### config.mk
export PLATFORM = sky130hd
export DESIGN_NAME = cdb_arbiter
export DESIGN_NICKNAME = d
export VERILOG_FILES = /design/src/rtl/cdb_arbiter.sv
export SDC_FILE = /design/constraint.sdc
export NUM_CORES = 1
export LEC_CHECK = 0
export ABC_AREA = 1
export CORE_ASPECT_RATIO = 2
export CORE_MARGIN = 8
export CORE_UTILIZATION = 35
export CTS_CLUSTER_DIAMETER = 200
export DETAILED_ROUTE_END_ITERATION = 10
export PLACE_DENSITY_LB_ADDON = 0.3
export SLEW_MARGIN = 20
export SYNTH_ARGS = -nofsm -noshare
export SYNTH_HDL_FRONTEND = slang
export SYNTH_SLANG_ARGS = --single-unit
### constraint.sdc
create_clock -name clockIn -period 3 [get_ports clockIn]
set_clock_uncertainty 0.1 [all_clocks]
set_input_delay 0.6 -clock clockIn [delete_from_list [all_inputs] [get_ports clockIn]]
set_output_delay 0.6 -clock clockIn [all_outputs]
set_load 0.02 [all_outputs]
### src/rtl/cdb_arbiter.sv
// Common data bus arbiter: two result FIFOs (ALU, LSB) that share one registered broadcast port.
// Define CDB_ROUND_ROBIN_EN for round-robin grants; without it the LSB has fixed priority over the ALU.

module cdb_fifo #(
    parameter int ROB_WIDTH  = 4,
    parameter int FIFO_DEPTH = 2
) (
    input  logic                 clk_i,
    input  logic                 rst_i,
    input  logic                 flush_i,
    input  logic                 push_i,
    input  logic [ROB_WIDTH-1:0] rob_i,
    input  logic [31:0]          val_i,
    input  logic                 pop_i,
    output logic                 ready_o,
    output logic                 empty_o,
    output logic [ROB_WIDTH-1:0] rob_o,
    output logic [31:0]          val_o
);
    localparam int PTR_W = $clog2(FIFO_DEPTH);
    localparam int CNT_W = PTR_W + 1;
    localparam logic [CNT_W-1:0] DEPTH_C = CNT_W'(FIFO_DEPTH);

    logic [ROB_WIDTH-1:0] rob_mem_q [FIFO_DEPTH];
    logic [31:0]          val_mem_q [FIFO_DEPTH];
    logic [PTR_W-1:0]     wr_ptr_q, rd_ptr_q;
    logic [CNT_W-1:0]     count_q;

    // Ready depends on the registered count only, so a full FIFO refuses even while being popped.
    assign ready_o = (count_q < DEPTH_C) && !rst_i && !flush_i;
    assign empty_o = (count_q == '0);
    assign rob_o   = rob_mem_q[rd_ptr_q];
    assign val_o   = val_mem_q[rd_ptr_q];

    always_ff @(posedge clk_i) begin
        if (push_i) begin
            rob_mem_q[wr_ptr_q] <= rob_i;
            val_mem_q[wr_ptr_q] <= val_i;
        end
    end

    always_ff @(posedge clk_i) begin
        if (rst_i || flush_i) begin
            wr_ptr_q <= '0;
            rd_ptr_q <= '0;
            count_q  <= '0;
        end else begin
            if (push_i) wr_ptr_q <= wr_ptr_q + 1'b1;
            if (pop_i)  rd_ptr_q <= rd_ptr_q + 1'b1;
            case ({push_i, pop_i})
                2'b10:   count_q <= count_q + 1'b1;
                2'b01:   count_q <= count_q - 1'b1;
                default: count_q <= count_q;
            endcase
        end
    end
endmodule

module cdb_arbiter #(
    parameter int ROB_WIDTH  = 4,
    parameter int FIFO_DEPTH = 2
) (
    input  logic                 clockIn,
    input  logic                 resetIn,
    input  logic                 clear,
    input  logic                 aluValid,
    input  logic [ROB_WIDTH-1:0] aluRobIndex,
    input  logic [31:0]          aluValue,
    output logic                 aluReady,
    input  logic                 lsbValid,
    input  logic [ROB_WIDTH-1:0] lsbRobIndex,
    input  logic [31:0]          lsbValue,
    output logic                 lsbReady,
    output logic                 cdbValid,
    output logic [ROB_WIDTH-1:0] cdbRobIndex,
    output logic [31:0]          cdbValue
);
    logic                 alu_push, lsb_push;
    logic                 alu_empty, lsb_empty;
    logic                 grant_alu, grant_lsb;
    logic [ROB_WIDTH-1:0] alu_head_rob, lsb_head_rob;
    logic [31:0]          alu_head_val, lsb_head_val;

    logic                 cdb_valid_q, cdb_valid_d;
    logic [ROB_WIDTH-1:0] cdb_rob_q, cdb_rob_d;
    logic [31:0]          cdb_val_q, cdb_val_d;
    logic                 last_grant_q, last_grant_d;

    assign alu_push = aluValid && aluReady;
    assign lsb_push = lsbValid && lsbReady;

    cdb_fifo #(.ROB_WIDTH(ROB_WIDTH), .FIFO_DEPTH(FIFO_DEPTH)) u_alu_fifo (
        .clk_i   (clockIn),
        .rst_i   (resetIn),
        .flush_i (clear),
        .push_i  (alu_push),
        .rob_i   (aluRobIndex),
        .val_i   (aluValue),
        .pop_i   (grant_alu),
        .ready_o (aluReady),
        .empty_o (alu_empty),
        .rob_o   (alu_head_rob),
        .val_o   (alu_head_val)
    );

    cdb_fifo #(.ROB_WIDTH(ROB_WIDTH), .FIFO_DEPTH(FIFO_DEPTH)) u_lsb_fifo (
        .clk_i   (clockIn),
        .rst_i   (resetIn),
        .flush_i (clear),
        .push_i  (lsb_push),
        .rob_i   (lsbRobIndex),
        .val_i   (lsbValue),
        .pop_i   (grant_lsb),
        .ready_o (lsbReady),
        .empty_o (lsb_empty),
        .rob_o   (lsb_head_rob),
        .val_o   (lsb_head_val)
    );

    always_comb begin
        grant_alu = 1'b0;
        grant_lsb = 1'b0;
        if (!clear && !resetIn) begin
`ifdef CDB_ROUND_ROBIN_EN
            if (!alu_empty && !lsb_empty) begin
                grant_alu = last_grant_q;
                grant_lsb = !last_grant_q;
            end else if (!lsb_empty) begin
                grant_lsb = 1'b1;
            end else if (!alu_empty) begin
                grant_alu = 1'b1;
            end
`else
            if (!lsb_empty) begin
                grant_lsb = 1'b1;
            end else if (!alu_empty) begin
                grant_alu = 1'b1;
            end
`endif
        end
    end

    // Payload holds its last value when nothing is granted; only the valid bit drops.
    always_comb begin
        cdb_valid_d  = grant_alu || grant_lsb;
        cdb_rob_d    = cdb_rob_q;
        cdb_val_d    = cdb_val_q;
        last_grant_d = last_grant_q;
        if (grant_lsb) begin
            cdb_rob_d    = lsb_head_rob;
            cdb_val_d    = lsb_head_val;
            last_grant_d = 1'b1;
        end else if (grant_alu) begin
            cdb_rob_d    = alu_head_rob;
            cdb_val_d    = alu_head_val;
            last_grant_d = 1'b0;
        end
    end

    always_ff @(posedge clockIn) begin
        if (resetIn) begin
            cdb_valid_q  <= 1'b0;
            cdb_rob_q    <= '0;
            cdb_val_q    <= '0;
            last_grant_q <= 1'b1;
        end else if (clear) begin
            cdb_valid_q  <= 1'b0;
            last_grant_q <= 1'b1;
        end else begin
            cdb_valid_q  <= cdb_valid_d;
            cdb_rob_q    <= cdb_rob_d;
            cdb_val_q    <= cdb_val_d;
            last_grant_q <= last_grant_d;
        end
    end

    assign cdbValid    = cdb_valid_q;
    assign cdbRobIndex = cdb_rob_q;
    assign cdbValue    = cdb_val_q;
endmodule

== Word level (Yosys, flattened, before mapping) ==
Memories as Yosys holds them, arrays and structs flattened. A register that Yosys moved wholly into a read port is not among the register bits.
Cells that the tools add are included.

* Register bits: 45
* Bits in writable memories: 144
* Input port bits: 77
* Output and inout bits: 39
* Word-level logic and storage cells: 69
* Memories kept: 4

* Add/sub/neg operators: 8
* Order comparisons: 2
* Equal/unequal tests: 4
* Mux-type cells: 23
* Bitwise logic cells: 1
* Reduce and logical (&&, ||, !) cells: 18

{| class="wikitable"
|+ Memory list
! memory !! words !! bits a word !! read ports !! clocked after memory_dff !! write ports !! line !! text
|-
| u_alu_fifo.val_mem_q || 2 || 32 || 1 || 1 || 1 || 25 || <nowiki>logic [31:0] val_mem_q [FIFO_DEPTH];</nowiki>
|-
| u_lsb_fifo.val_mem_q || 2 || 32 || 1 || 1 || 1 || 25 ||
|-
| u_alu_fifo.rob_mem_q || 2 || 4 || 1 || 1 || 1 || 24 || <nowiki>logic [ROB_WIDTH-1:0] rob_mem_q [FIFO_DEPTH];</nowiki>
|-
| u_lsb_fifo.rob_mem_q || 2 || 4 || 1 || 1 || 1 || 24 ||
|}

{| class="wikitable"
|+ Operator list
! kind !! number
|-
| $mux W32 || 2
|-
| $mux W1 || 17
|-
| $mux W4 || 2
|-
| $pmux W2 S2 || 2
|-
| $logic_and A1 B1 Y1 || 7
|-
| $reduce_bool A2 Y1 || 3
|-
| $add A1 B1 Y1 const B || 4
|-
| $add A2 B1 Y2 const B || 2
|-
| $eq A2 B1 Y1 const B || 2
|-
| $eq A2 B2 Y1 const B || 2
|-
| $logic_not A2 Y1 || 2
|-
| $lt A2 B2 Y1 const B || 2
|-
| $sub A2 B1 Y2 const B || 2
|-
| $logic_not A1 Y1 || 2
|-
| $logic_or A1 B1 Y1 || 2
|-
| $reduce_and A2 Y1 || 1
|-
| $reduce_or A2 Y1 || 1
|-
| $not A1 Y1 || 1
|}

== Logic depth before layout (Yosys ltp) ==
* Depth after elaboration: 6
* Mapped depth: 11
* Gate-level depth less buffers: 11

== By module ==
Synthesis repeated with hierarchy kept, for this count alone.

* Cell total of the unflattened synthesis: 649
* Area, all modules: 8,035.2 µm²

{| class="wikitable"
|+ By module, submodules not included
! module !! instances !! cells each !! area an instance (µm²)
|-
| cdb_fifo || 2 || 145 || 2,976.6
|-
| cdb_arbiter || 1 || 359 || 2,082.0
|}

== Worst setup path before layout ==
OpenSTA, ideal clock, no wires.

* Path kind: input -> register
* From: input port resetIn
* To: memory u_lsb_fifo.rob_mem_q[1][0], enable pin
* Arrival time: 2.725 ns
* Setup slack: -0.256 ns
* Stages: 5
* Path buffers: 0
* Cells stage by stage: inv_2 > nand2_4 > nor2_2 > nand2_2 > nor2_1

* Cells in the longest elaborated chain, start to end: 6

{| class="wikitable"
|+ RTL lines
! item !! line !! text
|-
| start, declared || 64 || <nowiki>input logic resetIn,</nowiki>
|-
| $logic_not A1 Y1 || 30 || <nowiki>assign ready_o = (count_q < DEPTH_C) && !rst_i && !flush_i;</nowiki>
|-
| $logic_and A1 B1 Y1 (2 in series) || 30 ||
|-
| net lsbReady || 73 || <nowiki>output logic lsbReady,</nowiki>
|-
| $logic_and A1 B1 Y1 || 90 || <nowiki>assign lsb_push = lsbValid && lsbReady;</nowiki>
|-
| $mux W1 || 36 || <nowiki>if (push_i) begin</nowiki>
|-
| $mux W1 (not written as such) || 37 || <nowiki>rob_mem_q[wr_ptr_q] <= rob_i;</nowiki>
|-
| end, declared || 24 ||
|}

The timed path passes the listed nets, and every way through them passes these cells.

== Final worst setup path ==
* From: input port clear
* To: output port lsbReady

* Cells in the longest elaborated chain, start to end: 2

{| class="wikitable"
|+ RTL lines
! item !! line !! text
|-
| start, declared || 65 || <nowiki>input logic clear,</nowiki>
|-
| $logic_not A1 Y1 || 30 ||
|-
| $logic_and A1 B1 Y1 || 30 ||
|-
| end, declared || 73 ||
|}

No other way between the ends.

==> results.md <==
* Run status: completed
* Initial Util at 35.7%
* Setup TNS Final at 0 ns
* Yosys top cell by area: edfxtp_1
* First-pass GRT wire length at 28.9 mm
* Multi-input logic area at roughly 0.0020 sq mm
* Vias in the first global route at between 5000 and 6000
* Crit path launch: clear
* Share of layout cells above drive strength 1 at under 10%
* Num rows at 75
* Reg area at between 0.005 and 0.006 sq mm
* Worst path required time at 2.30 ns
* Worst endpoint data arrival time at 2.10 ns
* Routed wire length at approximately 19 mm
* DR vias at ~5100
* Grt total ovfl at 0
* Number of top-level pins at 116
* Seq/Total Area, Yosys at a little over two thirds
* Final worst-path cycle share at ~93%
* Area contributors post-synth: edfxtp_1 (58%), nand2_1 (16%), dfxtp_1 (13%), nor2_1 (4.3%), nand3_1 (1.2%)
* Largest net degree at the start of global routing at 38
* Final setup fails at 0
* Worst skew pair latency at ~0.42 ns
* RSZ-0062 raised after global routing: false
* GP Congestion at around 0.75
* Die area at 0.0266 sq mm
* Worst setup SP type: input port
* Syn_nets at a little under 800
* Synth cell types at 26
* Netlist Area Pre-Place at between 0.007 and 0.008 sq mm
* RR Startpoint: u_lsb_fifo.count_q[0]
* Slew headroom at a little under half
* Die height at ~220 microns
* DP HPWL at 13.6 mm
* Final Max Tran Viols at 0
* Synth Register Bits at approximately 190
* Peak VDD IR at ~0.35 mV
* Post-CTS Setup Repair Bufs at 0
* Die Span X at approximately 120 microns
* Fillers at between 1500 and 2000
* Cell area after layout at 0.00952 sq mm
* Cells after Synth at about 700
* Worst Slack Setup Final at around 0.2 ns
* Hold buffer count at cts at 0
* FF-to-FF setup slack at 1.27 ns
* Layout area overhead at 27.5%
* FMAX at about 360 MHz
* Antenna violations before repair at 0
* Post-cts sizing count at 0
* Ant diodes at 0
* Hold Crit Start: cdbValue[31]
* DRT Pass-1 Iters at 5
* Via density at roughly 4.5
* Top-count cell post-synth: nand2_1
* Syn_area_per_cell at 10.5 sq um
* Violation count after the first detailed-routing iteration at approximately 300
* Synth warn at 0
* Cts bufs inserted at 17
* TritonCTS clock tree: yes
* Clk slew on worst S/H paths at about 0.070 ns
* Leakage at ~3.7 nW
* Worst Hold Class: register to register
* Core footprint at 0.0209 sq mm
* GRT Overall Usage at between 10 and 15%
* Post-placement setup slack at 0.184 ns
* H-tree depth at 4
* Wire length per cell at between 15 and 20 microns
* # DRC at 0
* Total Power at around 5.3 mW
* Clock Path Buffers at 2
* Final hold vios at 0
* Clk root buf: clkbuf_16
* CP Class: input port to output port
* Number of flops mapped to enable cells by yosys at approximately 140
* Top post-synthesis cells by count: nand2_1 (325), edfxtp_1 (144), nor2_1 (86)
* Fin crit period at ~2.8 ns
* Asr flop ratio synth at 0%
* Synth top area share at between 50 and 60%
* # nets final at around 900
* Endpoint class of the critical path: output port
* Max-cap violations at 0
* Worst Path Max Fanout at 6
* I/O Buffers at approximately 120
* Worst-Margin Slew at 0.805 ns
* # clock sinks at ~190
* Placed instance area at between 0.008 and 0.009 sq mm
* Post-route ant nets at 0
* PD cells at roughly 550 mW/mm^2
* Dominant synthesized flop cell: edfxtp_1
## cell families after synthesis
logic type | Yosys count | synth area share, %
DFF | 191 | 70.5
AOI/OAI and AO/OA | 30 | 2.06
and+or+nand+nor | 443 | 23.7
adders and majority gates | 2 | 0.335
xor gates and xnor gates | 2 | 0.235
buffers and inverters | 45 | 3.13
## worst max-delay path, cell delays in order
cell             delay (ns)
clkdlybuf4s50_1        0.46
inv_1                  0.11
nand2_4                0.09
nor2_2                 0.19
clkdlybuf4s50_1        0.65
## where the power goes
part | internal (mW) | total, mW | switching (mW)
clock network | 1.07 | 2.07 | 0.993
registers | 2.89 | 2.90 | 0.0153
logic | 0.152 | 0.304 | 0.151
## routing by layer
layer / global-route usage [%] / share of wire, % / vias up / routed length, microns
met5: 0 / 0 / - / 0
met2: 29.3 / 59 / 133 / 11300
met1: 13.8 / 34 / 2345 / 6480
li1: - / - / 2563 / -
met3: 2.77 / 4.2 / 26 / 804
met4: 7.18 / 3.0 / 0 / 576
## through the flow
step           hold WS (ns)  std cells  util [%]
2_1_floorplan         0.342        713         -
3_3_place_gp          0.359       1083      42.9
3_5_place_dp          0.361       1083      42.9
4_1_cts               0.371       1115      45.5
5_1_grt               0.385       1115      45.5
6_report              0.372       1115      45.5
## final cells by class
type / instances / area share, %
sequential: 191 / 55.3
tap: 269 / 3.54
clock inverter: 14 / 1.17
multi-input combinational: 477 / 21.0
timing repair buffer: 131 / 13.9
inverter: 15 / 0.591
clock buffer: 18 / 4.51
## worst paths after layout
path                         end  depth (start not counted)
hold / removal      cdbValue[31]                          2
hold reg to reg     cdbValue[31]                          2
setup / recovery        lsbReady                          5
setup reg to reg  cdbRobIndex[2]                          8
## placed cells by master, fill, tap and decap left out, drive strengths merged
cell           synthesis  layout
inv                   15      19
nor3b                  2       2
nand2                330     330
a21oi                  6       6
or2                    1       1
ha                     2       2
edfxtp               144     144
clkinv                 0       7
nor2                  91      91
clkdlybuf4s50          0     115
clkbuf                 5      18
o21ai                 24      24
buf                   25      16
dfxtp                 47      47
clkinvlp               0       3
xor2                   2       2
nand3                 19      19
## state kept, by name, summed over array words and instances (netlist names), 2 cells and up, named ones only
signal and flops:
u_lsb_fifo.val_mem_q 64, cdbRobIndex 4, u_alu_fifo.val_mem_q 64, cdbValue 32, u_alu_fifo.count_q 2, u_lsb_fifo.count_q 2
u_alu_fifo.rob_mem_q 8, u_lsb_fifo.rob_mem_q 8
(Power assumes the default switching activity.)
